<file path="src/rtl/gpio_in_conditioner_if.sv">
// Pin bundle between the raw board inputs and the conditioned PIO word.
// The master drives the raw inputs and the clears; the slave is the conditioner.
interface gpio_in_conditioner_if;
  logic [3:0]  key_i;
  logic [9:0]  sw_i;
  logic [3:0]  flag_clr_i;
  logic [31:0] gpio_in_o;
  logic        press_pending_o;

  modport master (
    output key_i, sw_i, flag_clr_i,
    input  gpio_in_o, press_pending_o
  );

  modport slave (
    input  key_i, sw_i, flag_clr_i,
    output gpio_in_o, press_pending_o
  );
endinterface

</file>
<file path="src/rtl/gpio_in_conditioner.sv">
// Synchronizes, debounces and packs 4 keys and 10 switches into a 32-bit PIO word.
// Define GPIO_IN_CONDITIONER_EDGE_CAPTURE_EN to build the sticky key-press flags.
module gpio_in_conditioner #(
  parameter int TICK_DIV       = 50000,
  parameter int DEBOUNCE_TICKS = 10
) (
  input  logic           CLK_50,
  input  logic           reset_n,
  gpio_in_conditioner_if.slave bus
);

  localparam int NBITS = 14;
  localparam int TW    = (TICK_DIV > 1) ? $clog2(TICK_DIV) : 1;
  localparam int CW    = $clog2(DEBOUNCE_TICKS + 1);
  localparam logic [TW-1:0]    TICK_LAST = TW'(TICK_DIV - 1);
  localparam logic [CW-1:0]    CNT_LAST  = CW'(DEBOUNCE_TICKS - 1);
  // Keys idle high (active-low buttons), switches idle low.
  localparam logic [NBITS-1:0] RST_VAL   = 14'h000F;

  logic [NBITS-1:0] r_meta;
  logic [NBITS-1:0] r_sync;
  logic [TW-1:0]    r_tickCnt;
  logic             w_tick;
  logic [NBITS-1:0] r_stable;
  logic [NBITS-1:0] w_stableNext;
  logic [CW-1:0]    r_cnt      [NBITS];
  logic [CW-1:0]    w_cntNext  [NBITS];

  always_ff @(posedge CLK_50 or negedge reset_n) begin
    if (!reset_n) begin
      r_meta <= RST_VAL;
      r_sync <= RST_VAL;
    end else begin
      r_meta <= {bus.sw_i, bus.key_i};
      r_sync <= r_meta;
    end
  end

  assign w_tick = (r_tickCnt == TICK_LAST);

  always_ff @(posedge CLK_50 or negedge reset_n) begin
    if (!reset_n) begin
      r_tickCnt <= '0;
    end else if (w_tick) begin
      r_tickCnt <= '0;
    end else begin
      r_tickCnt <= r_tickCnt + 1'b1;
    end
  end

  // A bit is accepted only after DEBOUNCE_TICKS consecutive ticks disagree with it.
  always_comb begin
    w_stableNext = r_stable;
    for (int i = 0; i < NBITS; i++) begin
      w_cntNext[i] = r_cnt[i];
      if (w_tick) begin
        if (r_sync[i] == r_stable[i]) begin
          w_cntNext[i] = '0;
        end else if (r_cnt[i] == CNT_LAST) begin
          w_stableNext[i] = r_sync[i];
          w_cntNext[i]    = '0;
        end else begin
          w_cntNext[i] = r_cnt[i] + 1'b1;
        end
      end
    end
  end

  always_ff @(posedge CLK_50 or negedge reset_n) begin
    if (!reset_n) begin
      r_stable <= RST_VAL;
      for (int i = 0; i < NBITS; i++) begin
        r_cnt[i] <= '0;
      end
    end else begin
      r_stable <= w_stableNext;
      r_cnt    <= w_cntNext;
    end
  end

`ifdef GPIO_IN_CONDITIONER_EDGE_CAPTURE_EN
  logic [3:0] w_press;
  logic [3:0] w_flagsNext;
  logic [3:0] r_flags;
  logic       r_pending;

  // Press is the 1->0 transition of a stable key; a coincident clear loses to it.
  assign w_press     = r_stable[3:0] & ~w_stableNext[3:0];
  assign w_flagsNext = (r_flags & ~bus.flag_clr_i) | w_press;

  always_ff @(posedge CLK_50 or negedge reset_n) begin
    if (!reset_n) begin
      r_flags   <= '0;
      r_pending <= 1'b0;
    end else begin
      r_flags   <= w_flagsNext;
      r_pending <= |w_flagsNext;
    end
  end

  assign bus.gpio_in_o       = {14'b0, r_flags, r_stable};
  assign bus.press_pending_o = r_pending;
`else
  logic w_unusedClr;

  assign w_unusedClr         = &{1'b0, bus.flag_clr_i};
  assign bus.gpio_in_o       = {18'b0, r_stable};
  assign bus.press_pending_o = 1'b0;
`endif

endmodule

</file>
<file path="src/flat_wrapper.sv">
// flat-port wrapper written by rule: the top's interface ports become plain ports
module gpio_in_conditioner_flat 
#(
  parameter int TICK_DIV       = 50000,
  parameter int DEBOUNCE_TICKS = 10
)
  (CLK_50, reset_n, bus_key_i, bus_sw_i, bus_flag_clr_i, bus_gpio_in_o, bus_press_pending_o);
  gpio_in_conditioner_if bus_i ();
  input  logic CLK_50;
  input  logic reset_n;
  input wire logic [$bits(bus_i.key_i)-1:0] bus_key_i;
  input wire logic [$bits(bus_i.sw_i)-1:0] bus_sw_i;
  input wire logic [$bits(bus_i.flag_clr_i)-1:0] bus_flag_clr_i;
  output wire logic [$bits(bus_i.gpio_in_o)-1:0] bus_gpio_in_o;
  output wire logic [$bits(bus_i.press_pending_o)-1:0] bus_press_pending_o;
  assign bus_i.key_i = bus_key_i;
  assign bus_i.sw_i = bus_sw_i;
  assign bus_i.flag_clr_i = bus_flag_clr_i;
  assign bus_gpio_in_o = bus_i.gpio_in_o;
  assign bus_press_pending_o = bus_i.press_pending_o;
  gpio_in_conditioner #(.TICK_DIV(TICK_DIV), .DEBOUNCE_TICKS(DEBOUNCE_TICKS)) u_core (.CLK_50(CLK_50), .reset_n(reset_n), .bus(bus_i));
endmodule
</file>
<file path="config.mk">
export PLATFORM = sky130hd
export DESIGN_NAME = gpio_in_conditioner_flat
export DESIGN_NICKNAME = d
export VERILOG_FILES = /design/src/rtl/gpio_in_conditioner_if.sv /design/src/rtl/gpio_in_conditioner.sv /design/src/flat_wrapper.sv
export SDC_FILE = /design/constraint.sdc
export NUM_CORES = 1
export LEC_CHECK = 0
export CAP_MARGIN = 20
export CORE_UTILIZATION = 55
export DETAILED_ROUTE_END_ITERATION = 7
export PLACE_DENSITY = 0.77
export RECOVER_POWER = 25
export SYNTH_ARGS = -nofsm -noshare
export SYNTH_HDL_FRONTEND = slang
export SYNTH_SLANG_ARGS = --single-unit
</file>
<file path="constraint.sdc">
create_clock -name CLK_50 -period 2.4 [get_ports CLK_50]
set_clock_uncertainty 0.15 [all_clocks]
set_input_delay 0.48 -clock CLK_50 [delete_from_list [all_inputs] [get_ports CLK_50]]
set_output_delay 0.48 -clock CLK_50 [all_outputs]
set_load 0.01 [all_outputs]
</file>
After elaboration in Yosys (flattened, before gate mapping)

Cells that the tools add are included.

Flip-flop bits (word level): 114
Bits in latches: 0
RAM bits: 0
ROM bits: 0
Bits of input ports: 20
Output and inout bits: 33
Word-level logic and storage cells: 132
Memories: 0

$add $sub $neg: 15
Multipliers: 0
Divide/modulo/power cells: 0
Order comparisons: 0
Eq/ne operators: 29
Shifts and indexed selects: 0
Muxes and demuxes: 29
Bitwise operators: 14
Reduce and logical (&&, ||, !) cells: 14

Operator list:

| operator                                                         | number |
|---|---|
| 4-bit 2-to-1 mux                                                 | 28 |
| 4-bit by 1-bit adder with 4-bit output (second input constant)   | 14 |
| 4-bit equality test (second input constant)                      | 14 |
| 3-bit AND reduction                                              | 14 |
| 16-bit by 1-bit adder with 16-bit output (second input constant) | 1 |
| 16-bit equality test (second input constant)                     | 1 |
| 16-bit 2-to-1 mux                                                | 1 |
| 1-bit equality test                                              | 14 |
| 1-bit inverter                                                   | 14 |

Logic depth before layout (Yosys ltp)

Depth after elaboration: 3
Gate-level depth with buffers: 8
Gate-level depth less buffers: 6

Worst setup path before layout

No wires, ideal clock.

Path type: register -> register
From: register u_core.r_tickCnt[0]
To: register u_core.r_stable[12]
Library setup time: 0.125 ns
Data arrival time: 1.632 ns
Data required time: 2.125 ns
Slack: 0.493 ns
Cell stages (with the launch flop): 8
Path buffers: 2
Clock period less this slack: 1.907 ns
Cell sequence: dfrtp_1 > ha_1 > and3_1 > and4_1 > buf_4 > buf_4 > nand2_1 > mux2_2

Cells in the longest elaborated chain, start to end: 2

RTL lines:

| item                          | RTL line                  | source |
|---|---|---|
| start: declaration            | gpio_in_conditioner.sv:22 | `logic [TW-1:0] r_tickCnt;` |
| start signal: assignment      | gpio_in_conditioner.sv:47 | `r_tickCnt <= r_tickCnt + 1'b1;` |
| 16-bit equality test          | gpio_in_conditioner.sv:39 | `assign w_tick = (r_tickCnt == TICK_LAST);` |
| 3-bit AND reduction (no line) | n/a                       |  |
| end signal: assignment        | gpio_in_conditioner.sv:76 | `r_stable <= w_stableNext;` |
| end: declaration              | gpio_in_conditioner.sv:24 | `logic [NBITS-1:0] r_stable;` |

No other way between the ends.
A chain may end at the register's enable or synchronous reset.

Worst setup path in the final report

From: register u_core.r_tickCnt[0]
To: register u_core.r_cnt[31] in the netlist's numbering

Cells in the longest elaborated chain, start to end: 1

RTL lines:

| item                   | RTL line                  | source |
|---|---|---|
| 16-bit equality test   | gpio_in_conditioner.sv:39 |  |
| end signal: assignment | gpio_in_conditioner.sv:77 | `r_cnt <= w_cntNext;` |
| end: declaration       | gpio_in_conditioner.sv:26 | `logic [CW-1:0] r_cnt [NBITS];` |

No other way between the ends.

==> key figures <==
Route
  • Routed Antenna Nets: 0
  • Initial DRT Pass Iterations: 4
  • # DRC: 0
  • Drt initial violations: 166
  • Vias post-DR: 3,705
  • Avg WL per Cell: 14.0 µm
  • WL final: approximately 10000 µm
  • Via/cell ratio: 5.35

Layout
  • Fillers: 692
  • Area grow syn2layout: 19.0%
  • Sequential Area: 0.00287 mm²
  • Core Util, Final: a little under 70%
  • N_diodes: 0
  • Multi-input logic area: 0.00230 mm²
  • Final net count: 599
  • Layout cells sized above 1: 13.7%

Critical path
  • R2r setup slk: 0.14 ns
  • Worst path top cell family by delay: simple AND/OR/NAND/NOR gates
  • Slowest CP cell: or4_1
  • Levels on crit path: 6
  • Startpoint types: flop
  • Max FO, Critical Path: 37
  • Max stage delay on crit path: between 0.5 and 0.6 ns
  • CP Capture Type: flop
  • WP buf/inv: 1
  • Worst Reg2Reg Path Length in Cells: 6
  • Crit-path cells: ha_1 > and3_1 > nand4_1 > buf_12 > or4_1 > o21ai_0
  • Worst endpoint data arrival time: around 2.5 ns
  • Worst Setup Path Type: reg -> reg
  • CP required: 2.65 ns

Global route
  • Remaining Overflow, GRT: 0
  • Global Route Usage Sum: 21.8%
  • Largest net degree at the start of global routing: 44
  • Vias in the first global route: 3,837
  • First-pass GRT wire length: 17,300 µm
  • Initial antenna violation count: 0

CTS
  • TritonCTS clock tree: yes
  • Clock sinks: 114
  • CTS Root Cell: clkbuf_8
  • Clk pin slew, worst setup/hold paths: 0.05 ns
  • CTS HTree Levels: 4
  • Clock latency on the worst-skew pair: 0.51 ns
  • Max Root-Sink Buffers: 2
  • TritonCTS buffer count: 17
  • Cts repair resizes: 0

Logic synthesis
  • Top FF cell, synth: dfrtp_1
  • Post-synth EDFFs: 0
  • Seq cells post-synth: 114
  • Synth warn: 0
  • Mapped cell area: 0.00542 mm²
  • Mean post-synth cell area: 10.7 µm²
  • Post-Synthesis Cells: about 510
  • FFs w/ async S/R, synth: 100%
  • Unique masters post-synth: 34
  • Sequential area share after synthesis: 53.0%

STA
  • Period utilization: 94.1%
  • Max Freq: 443 MHz
  • Slew headroom: 32.9%
  • Hold_ws: 0.198 ns
  • Final Hold Viols: 0
  • Min cycle time layout: 2.26 ns
  • Worst Tran Pin Value: 1.01 ns
  • Slew Viols, Final: 0
  • RSZ-0062 raised after global routing: no
  • Final setup viols: 0
  • Final worst slack: 0.141 ns
  • Setup TNS Final: 0 ns

Outcome
  • Status: finished clean

Pwr
  • Static Leakage: between 0.002 and 0.003 µW
  • Worst VDD drop: between 500 and 600 µV
  • PD cells: 721 mW/mm²

Min path
  • Min-delay worst type: reg -> reg
  • Worst Hold Depth: 0

Placement
  • Final HPWL DP: between 6000 and 7000 µm
  • Pre-CTS WS: 0.219 ns
  • Port bufs: 29
  • Final GP Congestion: 0.789

Floorplanning
  • DIE AREA: 0.0102 mm²
  • Die Y: 101 µm
  • Core Rows: 35
  • # IOs: 53
  • Die Wd: 101 µm
  • Core Area: 0.00937 mm²
  • Starting Density: 57.8%

Job
  • MaxCap Viol Count: 0
-- routing by layer --
layer / track usage (%) / part of all wire, % / up-vias
li1: - / - / 1798
met1: 28.1 / 45 / 1812
met2: 35.8 / 50 / 77
met3: 5.73 / 3.4 / 18
met4: 7.69 / 1.4 / 0
met5: 0 / 0 / -
-- what timing repair did --
action,CTS,global route
hold buffers,1,0
endpoints found under the hold margin,23,0
setup buffers,0,0
-- power by group --
group | internal, µW | total (µW) | switching (µW) | leakage, µW
Clock | 1750 | 2570 | 823 | 0.000302
Sequential | 1950 | 1970 | 11.2 | 0.00149
Combinational | 39.9 | 114 | 73.9 | 0.00106
Total | 3740 | 4650 | 908 | 0.00285
-- cell type report --
| cell class | count | share of cell area [%] |
|---|---|---|
| Tap cell | 129 | 2.51 |
| Clock buffer | 27 | 7.94 |
| Clock inverter | 5 | 1.55 |
| Inverter | 30 | 1.75 |
| Timing Repair Buffer | 38 | 6.10 |
| Multi-Input combinational cell | 349 | 35.6 |
| Sequential cell | 114 | 44.5 |
-- stage by stage --
step	power (µW)	std cells	cell area [µm²]
2_1_floorplan	2060	525	5480
3_3_place_gp	2110	659	5820
3_5_place_dp	2120	659	5820
4_1_cts	4700	692	6440
5_1_grt	4810	692	6440
6_report	4650	692	6440
-- synthesized netlist by cell type, types with 4 or more instances --
cell type	count	area share [%]
a21oi_1	14	1.3
and3b_1	14	2.3
buf_2	6	0.55
buf_4	21	2.9
clkbuf_1	4	0.28
dfrtp_1	102	47
dfstp_2	12	5.8
ha_1	29	6.7
inv_1	30	2.1
mux2_2	11	2.3
nand2_1	44	3.0
nand2b_1	14	1.6
nand3_1	19	1.8
nand4_1	7	0.81
nor2_1	23	1.6
o21ai_0	53	4.9
o2bb2ai_1	14	2.3
or2_2	14	1.6
or3_1	14	1.6
or4_1	14	1.9
xnor2_1	24	3.9
xor2_1	4	0.65
-- worst register-to-register path: cells and delay by family (launching register included) --
family	cells	cell delay, ns
AOI/OAI and AO/OA	1	0.13
adders and majority gates	1	0.26
buffers and inverters	1	0.24
DFF	1	0.39
and+or+nand+nor	3	0.99
-- kinds of logic after synthesis --
group	count (synthesis)	synth area share [%]
AO/OA/AOI/OAI	84	8.73
other	1	0.0692
AND/OR/NAND/NOR	175	18.2
multiplexers	14	2.91
flip-flops	114	53.0
XOR/XNOR	28	4.53
buffers and inverters	62	5.91
adder cells (fa/ha/maj)	29	6.70
-- placed cells by master (no fill, tap or decap), types with 5 or more instances in the layout --
cell type / count
o2bb2ai_1: 14
clkdlybuf4s50_1: 14
clkbuf_8: 7
nand4_1: 7
or2_2: 14
nand2b_1: 14
nand3_1: 19
nor2_1: 23
xnor2_1: 24
ha_1: 29
clkbuf_16: 16
mux2_2: 11
and3b_1: 14
buf_4: 5
nand2_1: 44
or3_1: 14
dlygate4sd3_1: 15
conb_1: 19
or4_1: 14
inv_1: 30
a21oi_1: 14
dfrtp_1: 102
o21ai_0: 53
dfstp_2: 12
-- state kept, by name (all words and copies together) (netlist names) --
register          cells
u_core.r_stable      14
u_core.r_tickCnt     16
u_core.r_meta        14
u_core.r_cnt         56
u_core.r_sync        14
-- path summary, 6_finish.rpt --
kind,startpoint,to
worst max-delay path,u_core.r_tickCnt[0],u_core.r_cnt[31]
worst max register to register,u_core.r_tickCnt[0],u_core.r_cnt[31]
max in group asynchronous,reset_n,u_core.r_sync[4]
worst min register to register,u_core.r_meta[5],u_core.r_sync[5]
worst min-delay path,u_core.r_meta[5],u_core.r_sync[5]
min in group asynchronous,reset_n,u_core.r_cnt[8]
Note: power is estimated with default switching activity, not from simulation.
==> patch 1: new RTL, same settings <==
Add a define of `GPIO_IN_CONDITIONER_EDGE_CAPTURE_EN`.
--- a/src/rtl/gpio_in_conditioner.sv
+++ b/src/rtl/gpio_in_conditioner.sv
@@ -1,5 +1,7 @@
 // Synchronizes, debounces and packs 4 keys and 10 switches into a 32-bit PIO word.
 // Define GPIO_IN_CONDITIONER_EDGE_CAPTURE_EN to build the sticky key-press flags.
+`define GPIO_IN_CONDITIONER_EDGE_CAPTURE_EN
+
 module gpio_in_conditioner #(
   parameter int TICK_DIV       = 50000,
   parameter int DEBOUNCE_TICKS = 10
Check against the original RTL: same outputs for any inputs over 10 cycles, from zero or initial values and one cycle with reset_n low; that may be too few to reach the edited logic, so the function may still have changed.
==> patch 1 against the original RTL <==
  * Final area is 5.6% higher
  * Cell count grew 3.6%
  * Sequential cell count rose by 5
  * Total power rose by 6.5%
  * Critical path depth decreased by 5
  * Sequential power grew 4%
  * Routed wire length is 6.1% higher
  * Global-route usage increased by 0.18 points
  * Area after synthesis grew 3.8%
  * Worst setup slack better by 0.0075 ns
  * First-iteration DRC count decreased by 31%
  * Combinational power grew 8%
  * Critical endpoint is now bus_gpio_in_o[1]
  * Largest power group unchanged
  * Highest routed layer unchanged
==> patch 1: results (changes against the original RTL) <==
[synthesis]
synthMuxAreaShare_pct=3.16  ; +0.25 points
synth_compound_area_share_pct=9.41  ; +0.68 points
ys.flop_type=dfrtp_1
yosys.area_share.adder_pct=6.45  ; -0.25 points
synth_cell_type_count=39  ; +15%
syn_area_per_cell_sq_um=10.8  ; +1.0%
ys_seq_area_share_pct=53.2  ; +0.28 points
synth_xor_xnor_area_share_pct=3.89  ; -0.63 points
synth_top_area_share_pct=47.6  ; +0.49 points
synth.area.top_cells=dfrtp_1 48%, ha_1 6.5%, dfstp_2 5.6%
synth_commonest_cells=107 x dfrtp_1, 57 x o21ai_0, 49 x nand2_1

[routing]
drt_iter0_drc=115  ; -31%
first_pass_iters=5  ; +1
vias=3920  ; +5.8%
avgRoutedWirePerCell_um=14.4  ; +2.4%

[worst_hold_path]
min_from=u_core.r_meta[7]
whs_endpoint=u_core.r_sync[7]
worst_hold_path_type=reg2reg

[sta]
setup_ws_ns=0.148  ; +0.00751 ns
whs_ns=0.200  ; +0.00244 ns
relSlewSlack_pct=26.4  ; -6.4 points

[power]
leakage_nw=3.01  ; +5.6%
p_sw_mw=0.950  ; +4.7%
seqPwrFrac_pct=41.4  ; -0.9 points
peakVddDrop_v=0.000602  ; +1.2%
pg_seq_mw=2.05  ; +4%

[global_route]
grt_pass1_wl_mm=17.5  ; +1.0%
grt_max_degree=46  ; +4.5%
grt_pass1_vias=3961  ; +3.2%
grt_usage_pct=21.9  ; +0.18 points

[worst_setup_path]
crit_fanout=4  ; -89%
endpoint=bus_gpio_in_o[1]
reg2reg_to=u_core.r_cnt[3]
crit_start=u_core.r_stable[1]
crit_family=flip-flops
slowest_stage=dfstp_2
crit_path_end_kind=output pin
crit_required_ns=1.77  ; -0.88 ns

[finish]
drive_above_1_share_pct=13.7  ; +0.022 points
multi_input_area_sq_mm=0.00238  ; +3.8%
inv_count=31  ; +3.3%
nFillCells=690  ; -0.29%
buffers_excl_clock=46  ; +21%
seq_share_pct=44.0  ; -0.50 points
clock_area_share_pct=9.42  ; -0.077 points
final_cell_count_no_fill=717  ; +3.6%
clockBufferCount=22  ; -19%
multi_input_comb_cells=357  ; +2.3%
fin_util_pct=69.3  ; +0.51 points
nets=621  ; +3.7%
nonClkBufAreaFrac_pct=7.36  ; +1.3 points

[die]
tap-cell-count=133  ; +3.1%

[placed_design]
placedCellCount=685  ; +3.9%
io_buffers=38  ; +31%
dpl_worst_slack_ns=0.160  ; -0.0597 ns
place_area_sq_mm=0.00615  ; +5.7%
dp_hpwl_mm=6.53  ; +4.8%
gp_congestion=0.738  ; -6.4%

[outcome]
outcome=finished, final reports clean

[clock_tree]
clkSinkCount=119  ; +4.4%

## patch 1: changes by cell type in the layout (fill, tap and decap cells not counted), sizes merged, moves of 2 or more
cell	unedited run	this run
clkdlybuf4s50	14	23
clkbuf	28	23
conb	19	14
dfrtp	102	107
nand2	44	49
nand3b	0	4
bufinv	3	6
nand4	7	4
nor2b	0	3
o22ai	0	3
mux2i	0	2
nor4	2	0
o21bai	0	2
xnor2	24	22
## patch 1: metal layers
| layer | part of all wire, % | GRT usage (%) | wire (um) | vias to the layer above |
|---|---|---|---|---|
| met4 | 2.0 | 11.1 | 206 | 0 |
| li1 | - | - | - | 1874 |
| met5 | 0 | 0 | 0 | - |
| met2 | 50 | 37.2 | 5140 | 104 |
| met3 | 4.1 | 6.31 | 427 | 22 |
| met1 | 44 | 25.5 | 4530 | 1920 |
## patch 1: what timing repair did
item / 4_1_cts / 5_1_grt
hold buffers: 1 / 0
setup endpoints to repair: 0 / 0
endpoints found under the hold margin: 29 / 0
==> patch 2: new RTL, same settings <==
Made on the original files. `TICK_DIV` is set to 50000 in 2 places; all go to 100000.
--- a/src/rtl/gpio_in_conditioner.sv
+++ b/src/rtl/gpio_in_conditioner.sv
@@ -1,7 +1,7 @@
 // Synchronizes, debounces and packs 4 keys and 10 switches into a 32-bit PIO word.
 // Define GPIO_IN_CONDITIONER_EDGE_CAPTURE_EN to build the sticky key-press flags.
 module gpio_in_conditioner #(
-  parameter int TICK_DIV       = 50000,
+  parameter int TICK_DIV       = 100000,
   parameter int DEBOUNCE_TICKS = 10
 ) (
   input  logic           CLK_50,
--- a/src/flat_wrapper.sv
+++ b/src/flat_wrapper.sv
@@ -1,7 +1,7 @@
 // flat-port wrapper written by rule: the top's interface ports become plain ports
 module gpio_in_conditioner_flat 
 #(
-  parameter int TICK_DIV       = 50000,
+  parameter int TICK_DIV       = 100000,
   parameter int DEBOUNCE_TICKS = 10
 )
   (CLK_50, reset_n, bus_key_i, bus_sw_i, bus_flag_clr_i, bus_gpio_in_o, bus_press_pending_o);
Function: no difference found for any inputs over 10 cycles, from zero or initial values and one cycle with reset_n low; that may be too few to reach the edited logic, so the function may still have changed.
==> patch 2 against the original RTL <==
  * Worst setup slack improved by 0.024 ns
  * Sequential cell count rose by 1
  * Final area rose by 1.0%
  * Largest cell class unchanged
  * Area after synthesis rose by 0.44%
  * Die area rose by 0.44%
  * Via count rose by 0.73%
  * Cell count fell by 3.5%
  * Global-route usage rose by 0.30 points
  * Routed wire length rose by 0.61%
  * Sequential share of layout area fell by 0.069 points
  * Total power rose by 5.3%
==> patch 2: results (changes against the original RTL) <==
[outcome]
outcome=finished, final reports clean

[worst_hold_path]
worst_hold_path_type=reg2reg

[sta]
fmax_mhz=447  ; +1.1%
slew_violations=0  ; unchanged
relSlewSlack_pct=23.9  ; -8.9 points

[worst_setup_path]
reg2reg_depth=6  ; unchanged
slowest_stage=dfstp_2
crit_family=flip-flops
arrival_ns=1.61  ; -0.90 ns
r2r_slack_ns=0.22  ; +0.08 ns
reg2reg_to=u_core.r_cnt[3]
crit_start=u_core.r_stable[3]
crit_fanout=3  ; -92%
endpoint=bus_gpio_in_o[3]

[global_route]
grt_usage_pct=22.1  ; +0.30 points
grt_pass1_vias=3842  ; +0.13%
grt_pass1_wl_mm=17.2  ; -0.83%
grt_max_degree=46  ; +4.5%

[finish]
largestRegisters=u_core.r_cnt x56, u_core.r_tickCnt x17
diodes=0  ; unchanged
drive_above_1_share_pct=15.2  ; +1.5 points
nets=575  ; -4.0%

[clock_tree]
h-tree-depth=4  ; unchanged
cts_setup_buffers=0  ; unchanged
clk_latency_ns=0.52
cts_buffers=17  ; unchanged
root_buffer=clkbuf_8

[placed_design]
dpl_worst_slack_ns=0.101  ; -0.119 ns
gp_congestion=0.811  ; +2.8%
io_buffers=29  ; unchanged
dp_hpwl_mm=6.37  ; +2.3%
place_area_sq_mm=0.00584  ; +0.22%

[routing]
vias=3732  ; +0.73%
first_pass_iters=5  ; +1
avgRoutedWirePerCell_um=14.6  ; +4.2%
drt_iter0_drc=154  ; -7.2%

[synthesis]
synth-async-reset-ratio_pct=100  ; unchanged
synth_commonest_cells=103 x dfrtp_1, 59 x o21ai_0, 32 x nand2_1
ys.flop_type=dfrtp_1
synth.area.top_cells=dfrtp_1 47%, ha_1 6.7%, dfstp_2 5.8%
ys_seq_area_share_pct=53.2  ; +0.23 points
ys.warnings.count=0  ; unchanged
synth_cell_type_count=35  ; +2.9%

[power]
leakage_nw=2.87  ; +0.69%
peakVddDrop_v=0.000716  ; +20%

[patch 2: final cells by class]
cell class	count	area, sq um
Fill cell	673	2910
Sequential cell	115	2890
Multi-Input combinational cell	339	2350
Clock buffer	18	428
Timing Repair Buffer	38	384
Clock inverter	14	233
Tap cell	129	161
Inverter	15	56.3
[patch 2: cells by family (layout without fill, tap and decap cells)]
family / count (synthesis) / in the layout / synth area share, %
xor gates and xnor gates: 28 / 28 / 4.51
DFF: 115 / 115 / 53.2
buffers and inverters: 46 / 85 / 4.81
and+or+nand+nor: 163 / 163 / 19.2
AOI/OAI and AO/OA: 86 / 86 / 8.65
muxes: 14 / 14 / 2.90
adders and majority gates: 29 / 29 / 6.67
other: 1 / 19 / 0.0689
[patch 2: worst min-delay path by stage]
stage / end / cells past startpoint / startpoint / slack, ns
after floorplan: u_core.r_cnt[0] / 0 / reset_n / 0.03
after global placement: u_core.r_sync[12] / 0 / u_core.r_meta[12] / 0.18
after detailed placement: u_core.r_sync[6] / 0 / u_core.r_meta[6] / 0.19
after CTS: u_core.r_sync[5] / 0 / u_core.r_meta[5] / 0.20
after global routing: u_core.r_sync[10] / 0 / u_core.r_meta[10] / 0.21
final: u_core.r_sync[5] / 0 / u_core.r_meta[5] / 0.20
[patch 2: worst reg2reg max path: cells and delay by family (launching register included)]
kind,cells,cell delay [ns]
AO/OA/AOI/OAI,1,0.23
adder cells (fa/ha/maj),1,0.21
flip-flops,1,0.38
AND/OR/NAND/NOR,3,0.92
buffers and inverters,1,0.21
[patch 2: layer usage]
layer,share of wire [%],GRT usage [%],vias to the layer above
met5,0,0,-
met4,1.8,10.6,0
met3,2.8,6.49,19
met2,52,37.6,70
met1,44,25.7,1866
li1,-,-,1777
[patch 2: what timing repair did]
item	CTS	global route
hold buffers	1	0
hold endpoints to repair	30	0
setup endpoints to repair	0	9
gates resized for setup	0	2
[patch 2: where the power goes]
part | leakage [nW] | internal, mW | switching [mW]
sequential | 1.50 | 1.97 | 0.0116
clock | 0.321 | 1.92 | 0.884
combinational | 1.05 | 0.0387 | 0.0723
total | 2.87 | 3.93 | 0.968
[patch 2: per-stage QoR]
| stage | utilization (%) | std cells |
|---|---|---|
| after global placement | 62.0 | 635 |
| after detailed placement | 62.0 | 635 |
| after floorplan | - | 500 |
| after CTS | 69.1 | 668 |
| final | 69.1 | 668 |
| after global routing | 69.1 | 668 |
